[config.mk]
export PLATFORM = sky130hd
export DESIGN_NAME = ghr_ckpt_ctrl
export DESIGN_NICKNAME = d
export VERILOG_FILES = /design/src/rtl/ghr_ckpt_ctrl.sv
export SDC_FILE = /design/constraint.sdc
export NUM_CORES = 1
export LEC_CHECK = 0
export ABC_CLOCK_PERIOD_IN_PS = 5700
export CORE_MARGIN = 2
export CORE_UTILIZATION = 35
export DETAILED_ROUTE_END_ITERATION = 7
export PLACE_DENSITY_LB_ADDON = 0.3
export SLEW_MARGIN = 25
export SYNTH_ARGS = -nofsm -noshare
export SYNTH_HDL_FRONTEND = slang
export SYNTH_SLANG_ARGS = --single-unit
[constraint.sdc]
create_clock -name clk -period 5.7 [get_ports clk]
set_input_delay 0.855 -clock clk [delete_from_list [all_inputs] [get_ports clk]]
set_output_delay 0.855 -clock clk [all_outputs]
set_load 0.02 [all_outputs]
[src/rtl/ghr_ckpt_ctrl.sv]
// GHR checkpoint controller: in-order checkpoint allocation at predict, in-order retirement at
// resolve, and a one-cycle corrected-GHR restore pulse on an accepted mispredict.
module ghr_ckpt_ctrl #(
  parameter int unsigned GH_W  = 32,
  parameter int unsigned DEPTH = 16,
  parameter int unsigned ID_W  = 4
) (
  input  logic            clk,
  input  logic            rst,
  input  logic            alloc_valid,
  output logic            alloc_ready,
  input  logic [GH_W-1:0] alloc_gh,
  output logic [ID_W-1:0] alloc_id,
  input  logic            resolve_valid,
  input  logic [ID_W-1:0] resolve_id,
  input  logic            resolve_mis,
  input  logic            resolve_taken,
  input  logic            flush,
  output logic            restore_valid,
  output logic [GH_W-1:0] restore_gh,
  output logic [ID_W:0]   count,
  output logic            empty,
  output logic            err
);

  typedef enum logic [0:0] {StRun, StRecover} state_e;

  state_e          state_q, state_d;
  logic [ID_W-1:0] head_q, head_d;
  logic [ID_W-1:0] tail_q, tail_d;
  logic [ID_W:0]   count_q, count_d;
  logic            restore_valid_q, restore_valid_d;
  logic [GH_W-1:0] restore_gh_q, restore_gh_d;
  logic            err_q, err_d;
  logic [GH_W-1:0] snap_q [DEPTH];

  logic alloc_fire;
  logic res_in_run;
  logic res_acc;
  logic res_rej;
  logic res_mis;
  logic snap_we;

  assign alloc_ready = (state_q == StRun) && (count_q < (ID_W+1)'(DEPTH));
  assign alloc_id    = tail_q;
  assign empty       = (count_q == '0);
  assign alloc_fire  = alloc_valid && alloc_ready;

  assign res_in_run = resolve_valid && (state_q == StRun);
  assign res_acc    = res_in_run && (count_q != '0) && (resolve_id == head_q);
  assign res_rej    = res_in_run && !((count_q != '0) && (resolve_id == head_q));
  assign res_mis    = res_acc && resolve_mis;
  // A mispredict squashes everything younger, including a same-cycle allocation.
  assign snap_we    = alloc_fire && !flush && !res_mis;

  always_comb begin
    state_d         = state_q;
    head_d          = head_q;
    tail_d          = tail_q;
    count_d         = count_q;
    restore_valid_d = 1'b0;
    restore_gh_d    = restore_gh_q;
    err_d           = err_q;

    if (flush) begin
      tail_d  = head_q;
      count_d = '0;
      state_d = StRun;
    end else begin
      if (state_q == StRecover) begin
        state_d = StRun;
      end
      if (res_rej) begin
        err_d = 1'b1;
      end
      if (res_mis) begin
        head_d          = head_q + ID_W'(1);
        tail_d          = head_q + ID_W'(1);
        count_d         = '0;
        restore_valid_d = 1'b1;
        restore_gh_d    = {snap_q[head_q][GH_W-2:0], resolve_taken};
        state_d         = StRecover;
      end else begin
        if (res_acc) begin
          head_d = head_q + ID_W'(1);
        end
        if (alloc_fire) begin
          tail_d = tail_q + ID_W'(1);
        end
        if (alloc_fire && !res_acc) begin
          count_d = count_q + (ID_W+1)'(1);
        end else if (res_acc && !alloc_fire) begin
          count_d = count_q - (ID_W+1)'(1);
        end
      end
    end
  end

  always_ff @(posedge clk or posedge rst) begin
    if (rst) begin
      state_q         <= StRun;
      head_q          <= '0;
      tail_q          <= '0;
      count_q         <= '0;
      restore_valid_q <= 1'b0;
      restore_gh_q    <= '0;
      err_q           <= 1'b0;
    end else begin
      state_q         <= state_d;
      head_q          <= head_d;
      tail_q          <= tail_d;
      count_q         <= count_d;
      restore_valid_q <= restore_valid_d;
      restore_gh_q    <= restore_gh_d;
      err_q           <= err_d;
    end
  end

  // Snapshot storage carries no reset; only entries between head and tail are ever read.
  always_ff @(posedge clk) begin
    if (snap_we) begin
      snap_q[tail_q] <= alloc_gh;
    end
  end

  assign restore_valid = restore_valid_q;
  assign restore_gh    = restore_gh_q;
  assign count         = count_q;
  assign err           = err_q;

endmodule

### After elaboration in Yosys (flattened, before gate mapping)

Memory sizes are Yosys's and may differ from the RTL's. A register that Yosys moved wholly into a read port is not among the register bits.
Index checks and enable logic that the tools add are counted.
Widths: inputs -> output; s select.

| storage, ports and cells | value |
|---|---|
| register bits after elaboration | 47 |
| bits in writable memories | 512 |
| bits of input ports | 43 |
| output and inout port bits | 45 |
| logic and storage cells | 53 |
| memories kept | 1 |

| operators by class | value |
|---|---|
| $add $sub $neg | 4 |
| magnitude comparators | 1 |
| equal/unequal tests | 1 |
| muxes and demuxes | 13 |
| bitwise operators | 2 |
| reductions and logical operators | 25 |

Memory list:

| memory | words | bits a word | rd ports | clocked after memory_dff | wr ports | line | text |
|---|---|---|---|---|---|---|---|
| snap_q | 16 | 32 | 1 | 1 | 1 | 35 | `logic [GH_W-1:0] snap_q [DEPTH];` |

Operators by type and width:

| operator | number |
|---|---|
| $mux 4 | 5 |
| $mux 5 | 4 |
| $logic_and 1x1->1 | 12 |
| $add 4x1->4 const B | 2 |
| $reduce_and 2->1 | 3 |
| $add 5x1->5 const B | 1 |
| $logic_not 1->1 | 5 |
| $logic_not 5->1 | 1 |
| $lt 5x5->1 const B | 1 |
| $reduce_bool 5->1 | 1 |
| $sub 5x1->5 const B | 1 |
| $eq 4x4->1 | 1 |
| $mux 1 | 4 |
| $reduce_bool 4->1 | 1 |
| $reduce_bool 3->1 | 1 |
| $not 1->1 | 2 |
| $reduce_bool 2->1 | 1 |

### Longest topological paths before layout

Gate-level depths: netlist of run 1.

| depth | value |
|---|---|
| depth in word-level cells | 9 |
| mapped depth | 12 |
| gate-level depth less buffers | 11 |

### Worst setup path after synthesis of run 1

OpenSTA, ideal clock, no wires.

| timing path | value |
|---|---|
| kind | flip-flop to flip-flop |
| from | register count_q[1], in the netlist count[1] |
| to | memory snap_q[4][0] (enable) |
| arrival | 3,001 ps |
| data required time | 5,281 ps |
| path slack | 2,279 ps |
| stages on the path, launching flop included | 6 |
| clock period less this slack | 3,421 ps |
| path through | dfrtp_1 -> or4_1 -> o21ba_2 -> a21oi_1 -> nand4_1 -> nor2_1 |

| on the way | value |
|---|---|
| cells in the longest elaborated chain, start to end | 8 |
| elaborated cells between the ends (all ways) | 12 |

RTL lines:

| element | line | text |
|---|---|---|
| from (decl) | 31 | `logic [ID_W:0] count_q, count_d;` |
| from (signal assigned) | 112 | `count_q <= count_d;` |
| branches (longest 5 deep; another with $lt 5x5->1) | - |  |
| $logic_and 1x1->1 * | 54 | `assign snap_we = alloc_fire && !flush && !res_mis;` |
| $mux 1 * | 121 | `if (snap_we) begin` |
| $mux 1 (not written as such) * | 122 | `snap_q[tail_q] <= alloc_gh;` |
| to (decl) | 35 |  |

Mark *: on every way between the ends.

### Worst setup path in the final report of run 1

| timing path | value |
|---|---|
| from | register head_q[2] |
| to | memory snap_q[0][19] (enable) |

| on the way | value |
|---|---|
| cells in the longest elaborated chain, start to end | 7 |

RTL lines:

| element | line | text |
|---|---|---|
| from (decl) | 29 | `logic [ID_W-1:0] head_q, head_d;` |
| from (signal assigned) | 102 | `head_q <= '0;` |
| from (signal assigned) | 110 | `head_q <= head_d;` |
| $eq 4x4->1 | 50 | `assign res_acc = res_in_run && (count_q != '0) && (resolve_id == head_q);` |
| $logic_and 1x1->1 | 50 |  |
| $logic_and 1x1->1 | 52 | `assign res_mis = res_acc && resolve_mis;` |
| $logic_not 1->1 | 54 |  |
| $logic_and 1x1->1 | 54 |  |
| $mux 1 | 121 |  |
| $mux 1 (not written as such) | 122 |  |

No other way between the ends.

==> flow_summary.yaml, run 1 <==
routing:
  num_vias: 10300
  wl_per_cell_um: 24.3
  first_pass_iters: 8
  via_per_inst: 5.28
  antenna_left: 0
  drtIter0Drc: 897
  route.detailed.drc: 5
  wl_mm: 47.5
synthesis:
  yosysWarnings: 0
  async_reset_ff_share_pct: 8.66
  synth_edf_count: 496
  yosys_register_bits: 543
  synthDistinctLibCells: 47
  synth_fp_nets: 1091
  syn_avg_cell_area_um2: 20.2
  ys_seq_area_share_pct: 76.7
  netlist_area_um2: 21000
  synth_ff_type: "edfxtp_1"
  syn_inst: 1037
global_route:
  grt_busiest_layer: "met2"
  grt_pass1_vias: 11000
  grt_max_degree: 88
  antenna_found_initial: 1
  grt_use_met1_pct: 20.5
  grt_pass1_wl_mm: 71.1
  track_usage_pct: 15.4
  grtUsageMet2_pct: 26.3
  use_met3_pct: 2.66
  grt_overflow_total: 0
floorplanning:
  die_w_um: 249
  dieArea_um2: 61800
  die_h_um: 249
  fp.coreArea_um2: 59100
  placementRows: 89
  io_pins: 88
  start_util_pct: 35.4
clock_tree:
  cts_resized: 0
  clk_pin_slew_ps: 60
  clockRootBuffer: "clkbuf_16"
  cts_buffers: 54
  htreeDepth: 2
  cts_setup_buffers: 0
  clock_latency_ps: 590
  clockBufferDepth: 3
  cts_sinks: 543
  postCtsHoldBufs: 0
  cts_tree: "built"
timing:
  fin_tns_setup_ps: 0
  max_freq_mhz: 269
  max_slew_margin_pct: 28.3
  rsz0062_at_grt: "false"
  drv_slew: 0
  setup_violations: 0
  fin_crit_sh_pct: 65.3
  hold_violations: 0
  tightest_slew_ps: 1080
  fin_skew_ps: 13.0
  period_minus_slack_ps: 3720
outcome:
  status: "finished, violations left"
  violations: "DRC"
worst_setup_path:
  reg2reg_depth: 6
  worst_setup_path_end_kind: "register"
  critPathSlowestCell: "dfrtp_4"
  r2r_slack_ps: 1980
  crit_required_ps: 5970
  regToRegEndpoint: "snap_q[0][19]$_DFFE_PP_"
  path_buf_inv: 1
  worstPathArrival_ps: 3990
  crit_chain: "xor2_1 -> or4_4 -> o21ai_1 -> nor4_1 -> and2_2 -> buf_4"
  critPathMaxStageDelay_ps: 970
  cp_max_fo: 47
  r2r-start: "head_q[2]$_DFFE_PP0P_"
  start_kind: "register"
  path_class: "register to register"
  cp_top_family: "simple AND/OR/NAND/NOR gates"
finish:
  regArea_um2: 16100
  syn_to_final_growth_pct: 17.5
  design_area_um2: 24600
  drive_above_1_share_pct: 18.9
  layout.cells.non_filler: 1959
  final_nets: 1199
  antenna_cells: 0
  multi_input_area_um2: 4660
  fillers: 5142
worst_hold_path:
  min_delay_path_depth: 2
  holdPathEnd: "restore_gh[24]$_DFFE_PP0P_"
  hp-start: "restore_gh[24]$_DFFE_PP0P_"
  hold_path_class: "register to register"
placement:
  dpl-instance-area_um2: 22800
  dp.cells: 1862
  port_buffers: 86
  gp_congestion: 0.757
  dp.final_hpwl_mm: 25.6
power_and_ir_drop:
  p_leak_nw: 8.24
  ir_drop_mv: 0.265
  powerDensity_nw_per_um2: 453
run:
  drv_cap: 0
==> cell type report <==
type,instances,share of cell area [%]
Clock buffer,66,5.76
Clock inverter,31,1.50
Inverter,16,0.244
Multi-Input combinational cell,421,18.9
Sequential cell,543,65.3
Tap cell,773,3.93
Timing Repair Buffer,109,4.33
==> registers in the layout, summed over array words and instances (netlist names) <==
| signal | cells |
|---|---|
| count | 5 |
| restore_valid | 1 |
| err | 1 |
| restore_gh | 32 |
| snap_q | 496 |
| head_q | 4 |
| alloc_id | 4 |
==> worst max path at each step <==
stage	start	to	slack, ps	depth (start not counted)
finish	head_q[2]$_DFFE_PP0P_	snap_q[0][19]$_DFFE_PP_	1980	6
global route	head_q[2]$_DFFE_PP0P_	snap_q[1][20]$_DFFE_PP_	1690	6
CTS	head_q[2]$_DFFE_PP0P_	snap_q[1][15]$_DFFE_PP_	1920	6
detailed placement	resolve_id[3]	snap_q[1][12]$_DFFE_PP_	1640	7
global placement	resolve_id[2]	snap_q[0][12]$_DFFE_PP_	1720	7
floorplan	count[1]$_DFFE_PP0P_	snap_q[4][0]$_DFFE_PP_	2280	5
==> per-layer routing <==
layer  wire length [um]  vias up
li1                   -     4533
met1              20800     5479
met2              23700      254
met3               2120       70
met4                914        2
met5                 14        -
==> cell families (layout without fill, tap and decap cells) <==
family / Yosys count / after routing / share of synthesized area [%]
compound gates: 145 / 145 / 5.30
xor+xnor: 13 / 13 / 0.543
fa+ha+maj: 11 / 11 / 0.693
buf+inv: 73 / 222 / 1.42
flops: 543 / 543 / 76.7
mux: 160 / 160 / 13.2
simple gates: 92 / 92 / 2.14
==> synth_stat cells (2+ instances only) <==
| cell | n | area (um2) |
|---|---|---|
| a21o_1 | 32 | 240 |
| o21ai_0 | 23 | 115 |
| edfxtp_1 | 496 | 14900 |
| nor4_1 | 2 | 12.5 |
| mux2i_1 | 65 | 651 |
| or4_1 | 2 | 15.0 |
| and2_1 | 14 | 87.6 |
| inv_1 | 16 | 60.1 |
| xnor2_1 | 7 | 61.3 |
| o21ai_1 | 14 | 70.1 |
| ha_1 | 10 | 125 |
| a222oi_1 | 31 | 310 |
| xor2_1 | 6 | 52.6 |
| clkbuf_1 | 35 | 131 |
| nand3_1 | 4 | 20.0 |
| nor3_1 | 2 | 10.0 |
| nand2_1 | 43 | 161 |
| o221ai_1 | 2 | 17.5 |
| a21oi_1 | 5 | 25.0 |
| nor2_1 | 13 | 48.8 |
| dfrtp_1 | 47 | 1180 |
| buf_1 | 3 | 11.3 |
| mux4_2 | 93 | 2090 |
| a221oi_1 | 31 | 272 |
| buf_2 | 19 | 95.1 |
==> stage by stage <==
stage / util (%) / power, mW / hold slack, ps / worst slack [ps]
3_3_place_gp: 38.6 / 7.61 / 462 / 1720
3_5_place_dp: 38.6 / 7.65 / 464 / 1640
5_1_grt: 41.6 / 11.6 / 495 / 1690
2_1_floorplan: - / 6.66 / 582 / 2280
6_report: 41.6 / 11.1 / 476 / 1980
4_1_cts: 41.6 / 11.3 / 484 / 1920
==> worst register-to-register path, delay by kind of cell, from the launching register on <==
kind                   cells  cell delay [ps]
buffers and inverters      1              390
AND/OR/NAND/NOR            3             1540
AO/OA/AOI/OAI              1              200
XOR/XNOR                   1              300
flip-flops                 1              970
==> cell usage in the layout (no fill, tap or decap), types with 2 or more instances in the layout <==
cell type / count
clkbuf_1: 11
bufinv_16: 8
inv_6: 3
dfrtp_2: 2
edfxtp_1: 496
o21ai_1: 14
mux2i_1: 65
mux4_2: 93
a21oi_1: 5
buf_4: 21
xor2_1: 6
clkinv_1: 8
a221oi_1: 31
nand3_1: 3
o221ai_1: 2
nor3_1: 2
a222oi_1: 31
xnor2_1: 7
nand2_1: 43
nor2_1: 8
clkinvlp_4: 4
dfrtp_1: 43
dfrtp_4: 2
or4_1: 2
clkinv_2: 7
a21o_1: 32
o21ai_0: 23
clkbuf_16: 55
inv_1: 15
and2_2: 12
clkdlybuf4s50_1: 86
nor4_1: 2
ha_1: 10
nor2_4: 4
==> power by group <==
group / switching, mW / total, mW / leakage (nW) / internal (mW)
clock network: 1.49 / 3.62 / 0.862 / 2.13
registers: 0.268 / 4.90 / 5.08 / 4.63
logic: 1.36 / 2.62 / 2.30 / 1.26
Note: power is estimated with default switching activity, not from simulation.
==> run 2, diff against run 1 <==
--- a/config.mk
+++ b/config.mk
@@ -5,7 +5,7 @@
 export SDC_FILE = /design/constraint.sdc
 export NUM_CORES = 1
 export LEC_CHECK = 0
-export ABC_CLOCK_PERIOD_IN_PS = 5700
+export ABC_CLOCK_PERIOD_IN_PS = 3200
 export CORE_MARGIN = 2
 export CORE_UTILIZATION = 35
 export DETAILED_ROUTE_END_ITERATION = 7
==> constraint.sdc (replaced) <==
create_clock -name clk -period 3.2 [get_ports clk]
set_input_delay 0.48 -clock clk [delete_from_list [all_inputs] [get_ports clk]]
set_output_delay 0.48 -clock clk [all_outputs]
set_load 0.02 [all_outputs]
==> run 2 against run 1 <==
- the run still ends with DRC left
- register-to-register slack worse by 1700 ps
- critical path depth down 1
- worst hold slack worse by 200 ps
- critical path type is now register to output pin
- critical endpoint is now empty
- largest cell class unchanged
==> flow_summary.yaml, run 2 (synthesis gave the netlist of run 1 again) <==
floorplanning:
  io_pins: 88
  placementRows: 89
  start_util_pct: 35.4
  dieArea_um2: 61800
  die_w_um: 249
  fp.coreArea_um2: 59100
  die_h_um: 249
placement:
  dp.final_hpwl_mm: 26.4
  place_ws_ps: 48.8
  gp_congestion: 0.706
  port_buffers: 86
  dp.cells: 1890
  dpl-instance-area_um2: 23300
routing:
  wl_per_cell_um: 24.1
  antenna_left: 0
  wl_mm: 47.8
  num_vias: 10400
  drtIter0Drc: 811
  via_per_inst: 5.24
  first_pass_iters: 8
  route.detailed.drc: 5
global_route:
  grt_pass1_wl_mm: 71.4
  grt_pass1_vias: 11000
  track_usage_pct: 15.5
  grt_max_degree: 87
  antenna_found_initial: 2
  grt_overflow_total: 0
timing:
  tightest_slew_ps: 773
  setup_violations: 0
  hold_violations: 0
  rsz0062_at_grt: "false"
  layout_setup_ws_ps: 133
  hold-worst-slack_ps: 280
  max_freq_mhz: 326
  fin_crit_sh_pct: 95.8
  period_minus_slack_ps: 3070
  drv_slew: 0
  fin_skew_ps: 17.5
  max_slew_margin_pct: 48.4
  fin_tns_setup_ps: 0
worst_setup_path:
  worst_setup_path_end_kind: "output pin"
  crit_required_ps: 2720
  start_kind: "register"
  path_class: "register to output pin"
  worstPathArrival_ps: 2590
  cp_max_fo: 3
finish:
  final_util_pct: 42.0
  layout.cells.non_filler: 1987
  syn_to_final_growth_pct: 18.5
  regMostFlops: "snap_q"
  drive_above_1_share_pct: 19.7
  design_area_um2: 24800
  final_nets: 1227
  layout_commonest_cell: "edfxtp_1"
  antenna_cells: 0
  largest_reg_flops: 496
  final_cell_mix: "edfxtp_1 (496), mux4_2 (93), clkdlybuf4s50_1 (86), mux2i_1 (65), clkbuf_16 (55)"
power_and_ir_drop:
  powerDensity_nw_per_um2: 775
  ir_drop_mv: 0.533
  p_leak_nw: 8.33
  power_mw: 19.3
clock_tree:
  cts_buffers: 54
  clockBufferDepth: 3
  htreeDepth: 2
  cts_sinks: 543
  clockRootBuffer: "clkbuf_16"
  postCtsHoldBufs: 0
  cts_setup_buffers: 0
  clk_pin_slew_ps: 60
  clock_latency_ps: 600
  cts_resized: 0
  cts_tree: "built"
outcome:
  status: "finished, violations left"
  violations: "DRC"
worst_hold_path:
  hold_path_class: "primary input to asynchronous set/reset pin"
run:
  drv_cap: 0
## run 2: changes by cell type in the layout (fill, tap and decap cells not counted), moves of 2 or more
cell,change
bufinv_16,-8
clkinv_2,-2
inv_6,-2
buf_4,+9
clkinv_1,+6
buf_12,+20
clkinvlp_4,-2
clkbuf_1,+8
## run 2: critical path, stage by stage (launching register included)
cell and delay [ps]:
dfrtp_1 380, or4_4 550, or2_1 240, buf_4 150
inv_1 70, clkdlybuf4s50_1 600
## run 2: final timing paths
check	cells past startpoint	end	startpoint	slack, ps
worst max-delay path	5	empty	count[1]$_DFFE_PP0P_	130
worst min-delay path	2	restore_gh[16]$_DFFE_PP0P_	rst	280
worst max register to register	11	count[4]$_DFFE_PP0P_	count[1]$_DFFE_PP0P_	230
worst min register to register	2	restore_gh[30]$_DFFE_PP0P_	restore_gh[30]$_DFFE_PP0P_	480
max in group asynchronous	3	head_q[2]$_DFFE_PP0P_	rst	2320
min in group clk	2	restore_gh[30]$_DFFE_PP0P_	restore_gh[30]$_DFFE_PP0P_	480
## run 2: per-layer routing
metal | global-route usage (%) | share of wire [%] | vias to the layer above
li1 | - | - | 4586
met1 | 20.4 | 43 | 5497
met2 | 26.6 | 51 | 255
met3 | 2.40 | 4.5 | 68
met4 | 4.59 | 2.0 | 4
met5 | 0 | 0.050 | -
## run 2: area by class of cell
class	instances	area [um2]
Fill cell	5159	34300
Inverter	16	60.1
Clock inverter	22	101
Sequential cell	543	16100
Clock buffer	75	1460
Tap cell	773	967
Timing Repair Buffer	137	1510
Multi-Input combinational cell	421	4660
## run 2: power breakdown
group	leakage [nW]	switching, mW	internal, mW
combinational	2.50	2.67	2.37
sequential	5.08	0.244	8.25
clock	0.754	2.56	3.17
total	8.33	5.47	13.8
